$ cat src/rtl/sad_phase_matcher.sv
// sad_phase_matcher: sweeps a phase offset between a capture region and a
// reference region in external SRAM, accumulates a saturating sum of absolute
// differences per phase and keeps the earliest minimum.
// Build macro SAD_RESULT_WR_EN: when defined, each phase's SAD (saturated to
// 16 bits) is written to BASE_R + phase. When undefined, that write state is
// never entered and the write bus stays at 0.
//
// state | meaning
// IDLE  | bus released, waiting for START
// RDA   | drive capture-region address for sample i
// RDB   | drive reference-region address, index (i+p) mod LEN
// WAIT  | hold until both read words have been captured
// ACC   | add |A-B| into the saturating per-phase sum
// WRES  | write the phase result (SAD_RESULT_WR_EN builds only)
// NEXT  | fold the sum into the best result, advance the phase
// FIN   | one-cycle DONE, resolve MATCH
module sad_phase_matcher #(
  parameter int DW     = 10,
  parameter int AW     = 20,
  parameter int LEN    = 8192,
  parameter int NPHASE = 1501,
  parameter int SAD_W  = 24,
  parameter int BASE_A = 0,
  parameter int BASE_B = 8192,
  parameter int BASE_R = 16384,
  parameter int RD_LAT = 2
) (
  input  logic              CLK,
  input  logic              RST,
  input  logic              START,
  input  logic [SAD_W-1:0]  THRESH,
  output logic              BUSY,
  output logic              DONE,
  output logic              MATCH,
  output logic [15:0]       BEST_PHASE,
  output logic [SAD_W-1:0]  BEST_SAD,
  output logic [AW-1:0]     MEM_ADR,
  output logic              MEM_OE,
  output logic              MEM_WE,
  output logic [15:0]       MEM_WDATA,
  input  logic [15:0]       MEM_RDATA
);

  localparam int LW = (LEN > 1) ? $clog2(LEN) : 1;
  localparam int CW = $clog2(RD_LAT + 2);
  localparam int EW = ((SAD_W > DW) ? SAD_W : DW) + 1;
  localparam logic [SAD_W-1:0] SAD_MAX = {SAD_W{1'b1}};

  typedef enum logic [2:0] {
    S_IDLE, S_RDA, S_RDB, S_WAIT, S_ACC, S_WRES, S_NEXT, S_FIN
  } state_t;

  state_t             state, state_nxt;
  logic [LW-1:0]      i, b_idx;
  logic [15:0]        p;
  logic [SAD_W-1:0]   sum, sum_acc, thresh_q;
  logic [DW-1:0]      a_q, b_q, diff;
  logic [EW-1:0]      acc_ext;
  logic [CW-1:0]      cnt;
  logic               match_q;
  logic               last_i, last_p;
  logic               unused_rdata;

  assign unused_rdata = ^MEM_RDATA[15:DW];
  assign b_idx  = i + p[LW-1:0];
  assign last_i = (i == LW'(LEN - 1));
  assign last_p = (p == 16'(NPHASE - 1));

  // Absolute difference of the captured samples and saturating accumulate.
  always_comb begin
    diff    = (a_q > b_q) ? (a_q - b_q) : (b_q - a_q);
    acc_ext = EW'(sum) + EW'(diff);
    sum_acc = (acc_ext > EW'(SAD_MAX)) ? SAD_MAX : acc_ext[SAD_W-1:0];
  end

`ifdef SAD_RESULT_WR_EN
  localparam int WW = (SAD_W > 16) ? SAD_W : 16;
  logic [WW-1:0] sum_w;
  logic [15:0]   wdata_sat;
  assign sum_w     = WW'(sum);
  assign wdata_sat = (sum_w > WW'(16'hFFFF)) ? 16'hFFFF : sum_w[15:0];
`endif

  // State register.
  always_ff @(posedge CLK) begin
    if (RST) state <= S_IDLE;
    else     state <= state_nxt;
  end

  // Next-state decode and bus/status outputs; the bus is only driven while busy.
  always_comb begin
    state_nxt = state;
    BUSY      = 1'b0;
    DONE      = 1'b0;
    MATCH     = match_q;
    MEM_ADR   = '0;
    MEM_OE    = 1'b0;
    MEM_WE    = 1'b0;
    MEM_WDATA = '0;
    case (state)
      S_IDLE: if (START) state_nxt = S_RDA;
      S_RDA: begin
        BUSY      = 1'b1;
        MEM_OE    = 1'b1;
        MEM_ADR   = AW'(BASE_A) + AW'(i);
        state_nxt = S_RDB;
      end
      S_RDB: begin
        BUSY      = 1'b1;
        MEM_OE    = 1'b1;
        MEM_ADR   = AW'(BASE_B) + AW'(b_idx);
        state_nxt = S_WAIT;
      end
      S_WAIT: begin
        BUSY = 1'b1;
        if (cnt == '0) state_nxt = S_ACC;
      end
      S_ACC: begin
        BUSY = 1'b1;
        if (last_i) begin
`ifdef SAD_RESULT_WR_EN
          state_nxt = S_WRES;
`else
          state_nxt = S_NEXT;
`endif
        end else begin
          state_nxt = S_RDA;
        end
      end
      S_WRES: begin
`ifdef SAD_RESULT_WR_EN
        BUSY      = 1'b1;
        MEM_WE    = 1'b1;
        MEM_ADR   = AW'(BASE_R) + AW'(p);
        MEM_WDATA = wdata_sat;
        state_nxt = S_NEXT;
`else
        state_nxt = S_IDLE;
`endif
      end
      S_NEXT: begin
        BUSY      = 1'b1;
        state_nxt = last_p ? S_FIN : S_RDA;
      end
      S_FIN: begin
        DONE      = 1'b1;
        MATCH     = (BEST_SAD < thresh_q);
        state_nxt = S_IDLE;
      end
      default: state_nxt = S_IDLE;
    endcase
  end

  // Datapath: indices, read-capture timer, per-phase sum and best tracking.
  // cnt runs RD_LAT..0 from the cycle after RDA, so A lands at cnt==1
  // and B at cnt==0, matching the fixed SRAM read latency.
  always_ff @(posedge CLK) begin
    if (RST) begin
      i          <= '0;
      p          <= '0;
      sum        <= '0;
      cnt        <= '0;
      a_q        <= '0;
      b_q        <= '0;
      thresh_q   <= '0;
      BEST_SAD   <= SAD_MAX;
      BEST_PHASE <= '0;
      match_q    <= 1'b0;
    end else begin
      case (state)
        S_IDLE: if (START) begin
          thresh_q   <= THRESH;
          i          <= '0;
          p          <= '0;
          sum        <= '0;
          BEST_SAD   <= SAD_MAX;
          BEST_PHASE <= '0;
          match_q    <= 1'b0;
        end
        S_RDA: cnt <= CW'(RD_LAT);
        S_RDB, S_WAIT: begin
          cnt <= cnt - CW'(1);
          if (cnt == CW'(1)) a_q <= MEM_RDATA[DW-1:0];
          if (cnt == '0)     b_q <= MEM_RDATA[DW-1:0];
        end
        S_ACC: begin
          sum <= sum_acc;
          i   <= i + LW'(1);
        end
        S_NEXT: begin
          if (sum < BEST_SAD) begin
            BEST_SAD   <= sum;
            BEST_PHASE <= p;
          end
          sum <= '0;
          i   <= '0;
          if (!last_p) p <= p + 16'd1;
        end
        S_FIN: match_q <= (BEST_SAD < thresh_q);
        default: ;
      endcase
    end
  end

endmodule

$ cat config.mk
export PLATFORM = sky130hd
export DESIGN_NAME = sad_phase_matcher
export DESIGN_NICKNAME = d
export VERILOG_FILES = /design/src/rtl/sad_phase_matcher.sv
export SDC_FILE = /design/constraint.sdc
export NUM_CORES = 1
export LEC_CHECK = 0
export CAP_MARGIN = 30
export CELL_PAD_IN_SITES_DETAIL_PLACEMENT = 0
export CELL_PAD_IN_SITES_GLOBAL_PLACEMENT = 1
export CORE_ASPECT_RATIO = 0.75
export CORE_MARGIN = 4
export CORE_UTILIZATION = 37
export CTS_CLUSTER_SIZE = 10
export DETAILED_ROUTE_END_ITERATION = 16
export GPL_TIMING_DRIVEN = 0
export PLACE_DENSITY_LB_ADDON = 0.1
export SLEW_MARGIN = 20
export SYNTH_ARGS = -nofsm -noshare
export SYNTH_HDL_FRONTEND = slang
export SYNTH_SLANG_ARGS = --single-unit
$ cat constraint.sdc
create_clock -name CLK -period 4.15 [get_ports CLK]
set_input_delay 0.83 -clock CLK [delete_from_list [all_inputs] [get_ports CLK]]
set_output_delay 0.83 -clock CLK [all_outputs]
set_load 0.05 [all_outputs]
==> metrics, run 1 <==
remaining number of nets flagged by the antenna check after routing 0; WP data arrival 4.63 ns; number of synthesized flops with an enable pin 0; number of buffer and inverter instances along the worst setup path 3; Setup WS post-layout -0.196 ns; cell type with the largest total area after synthesis dfxtp_1; CTS Sinks 143; Simple-Gate Fraction of Synth Area 17.2%; area of the core region 23200 um2; Pre-antenna DRT Iters 5; Max rail drop VDD 288 uV; P&R area growth vs syn 28.8%; Leakage 5.00 nW; cells along the critical path buf_4, ha_1, inv_1, fa_1, a21o_1, a21oi_1, o21ai_0, o41ai_2, mux2i_2, xnor2_1, ha_2, and4_1, a221o_1, a31o_4, nor2b_4, buf_8, o21ai_2, a21oi_1; number of global-route vias before repair 7531; average cell area after synthesis 8.19 um2; Final TNS setup -3.09 ns; number of hold-slack violations in the final timing report 0; sequential power share 36.7%; Max Clk Rate 230 MHz; fraction of registers with async set or reset after synthesis 0%; flop-to-flop setup slack -0.20 ns; clock-pin slew on the worst setup and hold paths 0.07 ns; worst reg2reg path endpoint sum[6]$_SDFFE_PP0P_; violated checks negative setup slack; top_reg_cell synth dfxtp_1; setup repair after global routing missed its margin yes; initial detailed-routing violation count 511; CTS Buffer Depth 2; Detailed Place HPWL 18800 um; post-layout utilization of the core 48.9%; fillers 2277; most repeated cell in the gate-level netlist after synthesis nand2_1; share of the clock period used by the worst path after layout 105%; routed length per placed instance 16.3 um; non-filler cells in the finished layout 1547; time the final worst path needs with I/O delays and setup 4.35 ns; buffer cell driving the clock tree root clkbuf_16; Hold/Removal Path Class reg -> reg; number of top-level design ports 124; count of nets after finishing 1375; Worst Reg2Reg Path Length in Cells 18; Psw 0.00122 W; layout cells sized above 1 14.1%; share of total power in combinational logic 24.3%; CTS Buf Count 17; fraction of synthesized area in multiplexers 1.50%; startpoint of the most critical setup path a_q[0]$_SDFFE_PP0P_; last weighted congestion value of the routability-driven placer 0.844; Power Dens Cells 342 nW/um2; result of the run finished with violations; internal power consumption 0.00268 W; diodes inserted 0; Routed Wire Length 25200 um; tightest slew margin relative to the limit 48.0%; via density per instance 5.15; initial antenna violation count 1; most frequent cells after synthesis nand2_1 (146), dfxtp_1 (143), a21oi_1 (95), ha_1 (93), inv_1 (87); Most Frequent Cell on Critical Path a21oi_1; total number of H-tree levels 4; port buffer count 93; Final setup viols 23; initial core utilization 38.0%; height of the die 142 um; post-route clock skew 0.00868 ns; maximum fanout along the worst path 5; area of all placed cells without fillers 11400 um2; worst skew pair latency 0.43 ns; number of vias in the routed layout 7961; Slew @ Worst Pin 0.780 ns; post-synthesis share of cell area spent on xor and xnor gates 3.77%; library cells used by synthesis 72; sequential element share of the synthesized area 32.4%; instance area after placement 10200 um2; startpoint type of the worst setup path flop; global-route wire length before repair 40800 um; total power consumption of the routed design 0.00390 W; Crit Path Category reg -> reg; flip-flop and latch count after synthesis 143; reg-to-reg critical path startpoint a_q[0]$_SDFFE_PP0P_; worst hold endpoint thresh_q[8]$_SDFFE_PP0P_; Synth Instances 1078; residual overflow from global routing 0; family of cells with the greatest summed delay on the critical path compound AO/OA/AOI/OAI gates; GRT Overall Usage 18.9%; drc violations 0; CTS tree yes; combinational family with the most area after synthesis compound AO/OA/AOI/OAI gates; part of the total power dissipated in the clock network 39.0%; Hold Startpoint thresh_q[8]$_SDFFE_PP0P_; share of Yosys cell area claimed by the top area cell type 32.4%; delay of the slowest cell on the worst path 0.42 ns; pin count of the biggest net entering global routing 17; CP max stage cell fa_1; die outline width 186 um; number of warning messages in the yosys log 0; # Max-Cap Violations 0; net switching fraction of the power 31.2%; required time at the worst-slack endpoint 4.44 ns; Max Slew Vio Count 0; Die Area 26400 um2; Post-Syn Area 8830 um2; crit end category flop; adder and majority cell fraction of the synthesized area 14.1%; number of placement rows 48; cell types occupying the most area after synthesis dfxtp_1 (32%), ha_1 (13%), nand2_1 (6.2%); Inst Count DP 1493; Worst Hold Path Cells 2; Synth Area in Compound Gates 23.0%
-- state kept, by name (all words and copies together) (netlist names) --
name / flops
BEST_SAD: 24
i: 13
BEST_PHASE: 16
cnt: 2
state: 3
thresh_q: 24
match_q: 1
sum: 24
a_q: 10
b_q: 10
p: 16
-- what timing repair did --
| action | 4_1_cts | 5_1_grt |
|---|---|---|
| hold endpoints to repair | 0 | 0 |
| cloned | 1 | 0 |
| hold buffers | 0 | 0 |
| buffers inserted | 15 | 12 |
| gates resized for setup | 67 | 48 |
| pin swaps | 34 | 25 |
| setup endpoints to repair | 28 | 32 |
-- worst reg2reg max path: stages, from the launching register on --
cell and delay, ns:
dfxtp_2 0.35, buf_4 0.13, ha_1 0.14, inv_1 0.06, fa_1 0.42, a21o_1 0.20, a21oi_1 0.33, o21ai_0 0.22
o41ai_2 0.35, mux2i_2 0.13, xnor2_1 0.23, ha_2 0.33, and4_1 0.22, a221o_1 0.36, a31o_4 0.23, nor2b_4 0.15
buf_8 0.15, o21ai_2 0.13, a21oi_1 0.08
-- stage by stage --
stage	hold WS (ns)	setup WS [ns]
4_1_cts	0.457	-0.126
3_3_place_gp	0.443	-0.562
5_1_grt	0.478	-0.379
3_5_place_dp	0.448	-0.537
6_report	0.458	-0.196
2_1_floorplan	0.436	-0.00760
-- logic make-up (layout without fill, tap and decap cells) --
group | after synthesis | after routing
flops | 143 | 143
mux | 13 | 13
simple gates | 329 | 329
other cells | 1 | 23
buf+inv | 155 | 302
compound gates | 302 | 302
fa+ha+maj | 97 | 97
xor+xnor | 38 | 38
-- power by group through the flow --
stage | combinational [W] | clock [W] | sequential, W
after detailed placement | 0.000705 | 0 | 0.00146
final | 0.000948 | 0.00152 | 0.00143
after global routing | 0.00103 | 0.00162 | 0.00143
after floorplan | 0.000525 | 0 | 0.00146
after CTS | 0.000801 | 0.00156 | 0.00143
after global placement | 0.000708 | 0 | 0.00146
-- area by class of cell --
type	count	area, um2	share of cell area (%)
Clock inverter	13	128	1.12
Tap cell	300	375	3.30
Sequential cell	143	2870	25.2
Multi-Input combinational cell	802	5720	50.2
Inverter	87	327	2.87
Clock buffer	18	439	3.86
Timing Repair Buffer	120	1150	10.2
Buffer	64	370	3.26
-- layer usage --
layer,vias up,wire length (um),track usage [%]
met3,25,1630,4.40
met1,3656,13500,29.1
met4,2,306,4.28
li1,4072,-,-
met5,-,12,0
met2,206,9760,26.5
-- worst max-delay path by stage --
stage | end | slack [ns] | cells after the start
final | sum[6]$_SDFFE_PP0P_ | -0.20 | 18
after global routing | sum[5]$_SDFFE_PP0P_ | -0.38 | 18
after CTS | sum[23]$_SDFFE_PP0P_ | -0.13 | 22
after detailed placement | sum[6]$_SDFFE_PP0P_ | -0.54 | 22
after global placement | sum[4]$_SDFFE_PP0P_ | -0.56 | 22
after floorplan | sum[18]$_SDFFE_PP0P_ | -0.008 | 22
-- layout by cell type (no fill, tap or decap), types with 6 or more instances in the layout --
master,n
a211oi_1,10
dfxtp_1,140
nor2b_1,6
o21ai_0,29
buf_6,8
nand4_1,15
ha_1,85
clkbuf_1,32
buf_4,44
or3_1,14
nor2_1,65
nand2b_1,7
a22o_1,13
clkbuf_16,17
and3_1,12
xnor2_1,14
a21oi_2,7
a21oi_1,88
o21a_1,9
conb_1,23
a31oi_1,8
o21ai_1,7
xor2_1,20
o211ai_1,6
nor3_1,16
a21o_1,30
a22oi_1,9
inv_1,85
a22o_2,6
clkdlybuf4s50_1,86
o21ai_2,12
a2bb2oi_1,24
nand3_1,18
nand2_1,143
(Power assumes the default switching activity.)
==> run 2: changes to the inputs <==
--- a/config.mk
+++ b/config.mk
@@ -15,6 +15,7 @@
 export DETAILED_ROUTE_END_ITERATION = 16
 export GPL_TIMING_DRIVEN = 0
 export PLACE_DENSITY_LB_ADDON = 0.1
+export REMOVE_ABC_BUFFERS = 1
 export SLEW_MARGIN = 20
 export SYNTH_ARGS = -nofsm -noshare
 export SYNTH_HDL_FRONTEND = slang
==> metrics, run 2 (synthesis gave the netlist of run 1 again) <==
Max Slew Vio Count 0 (unchanged); startpoint type of the worst setup path flop (unchanged); most common library cell in the layout ignoring fill and taps nand2_1 (unchanged); number of buffer and inverter instances along the worst setup path 4 (was 3); startpoint of the most critical setup path a_q[0]$_SDFFE_PP0P_ (unchanged); family of cells with the greatest summed delay on the critical path compound AO/OA/AOI/OAI gates (unchanged); Leakage 4.83 nW (was 5.00 nW); Pre-antenna DRT Iters 7 (was 5); Hold Worst Slack 0.453 ns (was 0.458 ns); initial antenna violation count 0 (was 1); CTS Hold Bufs 0 (unchanged); number of vias in the routed layout 7677 (was 7961); CTS Buffer Depth 2 (unchanged); number of hold-slack violations in the final timing report 0 (unchanged); number of top-level design ports 124 (unchanged); global-route wire length before repair 38500 um (was 40800 um); result of the run finished with violations (unchanged); worst skew pair latency 0.43 ns (about the same); residual overflow from global routing 0 (unchanged); crit end category flop (unchanged); worst reg2reg path endpoint sum[13]$_SDFFE_PP0P_ (was sum[6]$_SDFFE_PP0P_); pin count of the biggest net entering global routing 39 (was 17); initial core utilization 38.0% (unchanged); Routed Wire Length 23500 um (was 25200 um); leading cell types in the layout, fill and taps excluded nand2_1 (145), dfxtp_1 (139), a21oi_1 (91), ha_1 (89), clkdlybuf4s50_1 (86) (was nand2_1 (143), dfxtp_1 (140), a21oi_1 (88), clkdlybuf4s50_1 (86)); Detailed Place HPWL 17000 um (was 18800 um); worst hold endpoint b_q[9]$_SDFFE_PP0P_ (was thresh_q[8]$_SDFFE_PP0P_); delay of the slowest cell on the worst path 0.35 ns (was 0.42 ns); die outline width 186 um (unchanged); internal power consumption 0.00261 W (was 0.00268 W); buffer cell driving the clock tree root clkbuf_16 (unchanged); Max Clk Rate 234 MHz (was 230 MHz); clock-pin slew on the worst setup and hold paths 0.07 ns (about the same); Worst Hold Path Cells 2 (unchanged); GRT Overall Usage 17.8% (was 18.9%); CTS tree yes (unchanged); number of placement rows 48 (unchanged); Hold Startpoint b_q[9]$_SDFFE_PP0P_ (was thresh_q[8]$_SDFFE_PP0P_); setup slack at placement -1.22 ns (was -0.537 ns); WP data arrival 4.58 ns (was 4.63 ns); time the final worst path needs with I/O delays and setup 4.26 ns (was 4.35 ns); area of the core region 23200 um2 (unchanged); sequential power share 38.1% (was 36.7%); required time at the worst-slack endpoint 4.47 ns (was 4.44 ns); via density per instance 5.15 (about the same); P&R area growth vs syn 23.9% (was 28.8%); Hold/Removal Path Class reg -> reg (unchanged); initial detailed-routing violation count 438 (was 511); registers with the most flip-flops BEST_SAD x24, sum x24, thresh_q x24 (unchanged); total number of H-tree levels 4 (unchanged); number of global-route vias before repair 7227 (was 7531); post-route clock skew 0.0104 ns (was 0.00868 ns); Setup WS post-layout -0.114 ns (was -0.196 ns); maximum fanout along the worst path 7 (was 5); reg-to-reg critical path startpoint a_q[0]$_SDFFE_PP0P_ (unchanged); tightest slew margin relative to the limit 41.7% (was 48.0%); CTS Sinks 143 (unchanged); net switching fraction of the power 30.7% (was 31.2%); CP max stage cell fa_2 (was fa_1); remaining number of nets flagged by the antenna check after routing 0 (unchanged); Crit Path Category reg -> reg (unchanged); drc violations 0 (unchanged); Final TNS setup -0.825 ns (was -3.09 ns); setup repair after global routing missed its margin yes (unchanged); # Max-Cap Violations 0 (unchanged); part of the total power dissipated in the clock network 40.3% (was 39.0%); port buffer count 94 (was 93); height of the die 142 um (unchanged); Power Dens Cells 345 nW/um2 (was 342 nW/um2); layout cells sized above 1 10.9% (was 14.1%); diodes inserted 0 (unchanged); flop-to-flop setup slack -0.11 ns (was -0.20 ns); share of total power in combinational logic 21.6% (was 24.3%); routed length per placed instance 15.8 um (was 16.3 um); CTS Buf Count 17 (unchanged); Die Area 26400 um2 (unchanged); Psw 0.00116 W (was 0.00122 W); Slew @ Worst Pin 0.874 ns (was 0.780 ns); Most Frequent Cell on Critical Path a21o_1 (was a21oi_1); count of nets after finishing 1319 (was 1375); violated checks negative setup slack (unchanged); cells along the critical path inv_2, ha_4, inv_2, fa_2, a21o_1, a221oi_4, a211oi_2, o21a_1, o21ai_4, buf_6, mux2i_2, xnor2_1, ha_1, a21o_1, a21o_1, a221o_1, a31o_4, buf_6, nor2b_4, a22oi_2, a31oi_1 (was buf_4, ha_1, inv_1, fa_1, a21o_1, a21oi_1, o21ai_0, o41ai_2, mux2i_2, xnor2_1, ha_2, and4_1, a221o_1, a31o_4, nor2b_4, buf_8, o21ai_2, a21oi_1); last weighted congestion value of the routability-driven placer 0.848 (was 0.844); Final setup viols 13 (was 23); Max rail drop VDD 294 uV (was 288 uV); Worst Reg2Reg Path Length in Cells 21 (was 18); share of the clock period used by the worst path after layout 103% (was 105%)
run 2: cell count changes in the layout (fill, tap and decap cells not counted), sizes merged:
cell,change
clkbuf,-33
inv,+1
clkinv,-1
nor2b,+1
buf,-24
clkinvlp,+1
run 2: routing by layer:
metal / wire, um / track usage (%) / vias up / share of wire (%)
met2: 8960 / 24.6 / 157 / 38
met3: 1080 / 3.69 / 18 / 4.6
li1: - / - / 3965 / -
met4: 213 / 4.24 / 0 / 0.91
met1: 13300 / 27.8 / 3537 / 56
met5: 0 / 0 / - / 0
run 2: power by group through the flow:
stage               clock network, W  registers (W)  logic, W
floorplan                          0        0.00146  0.000472
global placement                   0        0.00147  0.000657
detailed placement                 0        0.00147  0.000673
CTS                          0.00156        0.00144  0.000767
global route                 0.00162        0.00144  0.000897
finish                       0.00152        0.00144  0.000814
run 2: metrics by stage:
step	std cells	area, um2	power (W)	utilization [%]
2_1_floorplan	1032	8540	0.00193	-
3_3_place_gp	1426	9860	0.00212	42.4
3_5_place_dp	1430	9950	0.00214	42.8
4_1_cts	1482	10800	0.00377	46.6
5_1_grt	1492	10900	0.00396	47.1
6_report	1492	10900	0.00377	47.1
run 2: final cells by class:
class | count | area, um2
well taps | 300 | 375
repair buffers | 127 | 1230
inverters | 87 | 327
flip-flops and latches | 143 | 2870
multi-input cells | 803 | 5560
clock inverters | 14 | 146
clock buffers | 18 | 429
fillers | 2263 | 12300
run 2: how the worst max path moves through the flow:
stage	depth (start not counted)	slack [ns]	endpoint
after floorplan	18	-0.48	sum[18]$_SDFFE_PP0P_
final	21	-0.11	sum[13]$_SDFFE_PP0P_
after CTS	21	-0.17	sum[13]$_SDFFE_PP0P_
after global routing	21	-0.32	sum[13]$_SDFFE_PP0P_
after global placement	4	-2.88	BEST_PHASE[1]$_SDFFE_PP0P_
after detailed placement	20	-1.22	sum[2]$_SDFFE_PP0P_
run 2: repair_timing:
item                                    4_1_cts  5_1_grt
pin swaps                                    32       18
gates resized for setup                      57       23
cloned                                        1        0
endpoints found under the setup margin       28       33
buffers inserted                             19        7
run 2: worst register-to-register path, stage by stage, from the launching register on:
cell	delay (ns)
dfxtp_2	0.32
inv_2	0.06
ha_4	0.12
inv_2	0.04
fa_2	0.35
a21o_1	0.21
a221oi_4	0.27
a211oi_2	0.11
o21a_1	0.22
o21ai_4	0.17
buf_6	0.16
mux2i_2	0.21
xnor2_1	0.15
ha_1	0.30
a21o_1	0.20
a21o_1	0.18
a221o_1	0.30
a31o_4	0.25
buf_6	0.13
nor2b_4	0.15
a22oi_2	0.16
a31oi_1	0.09
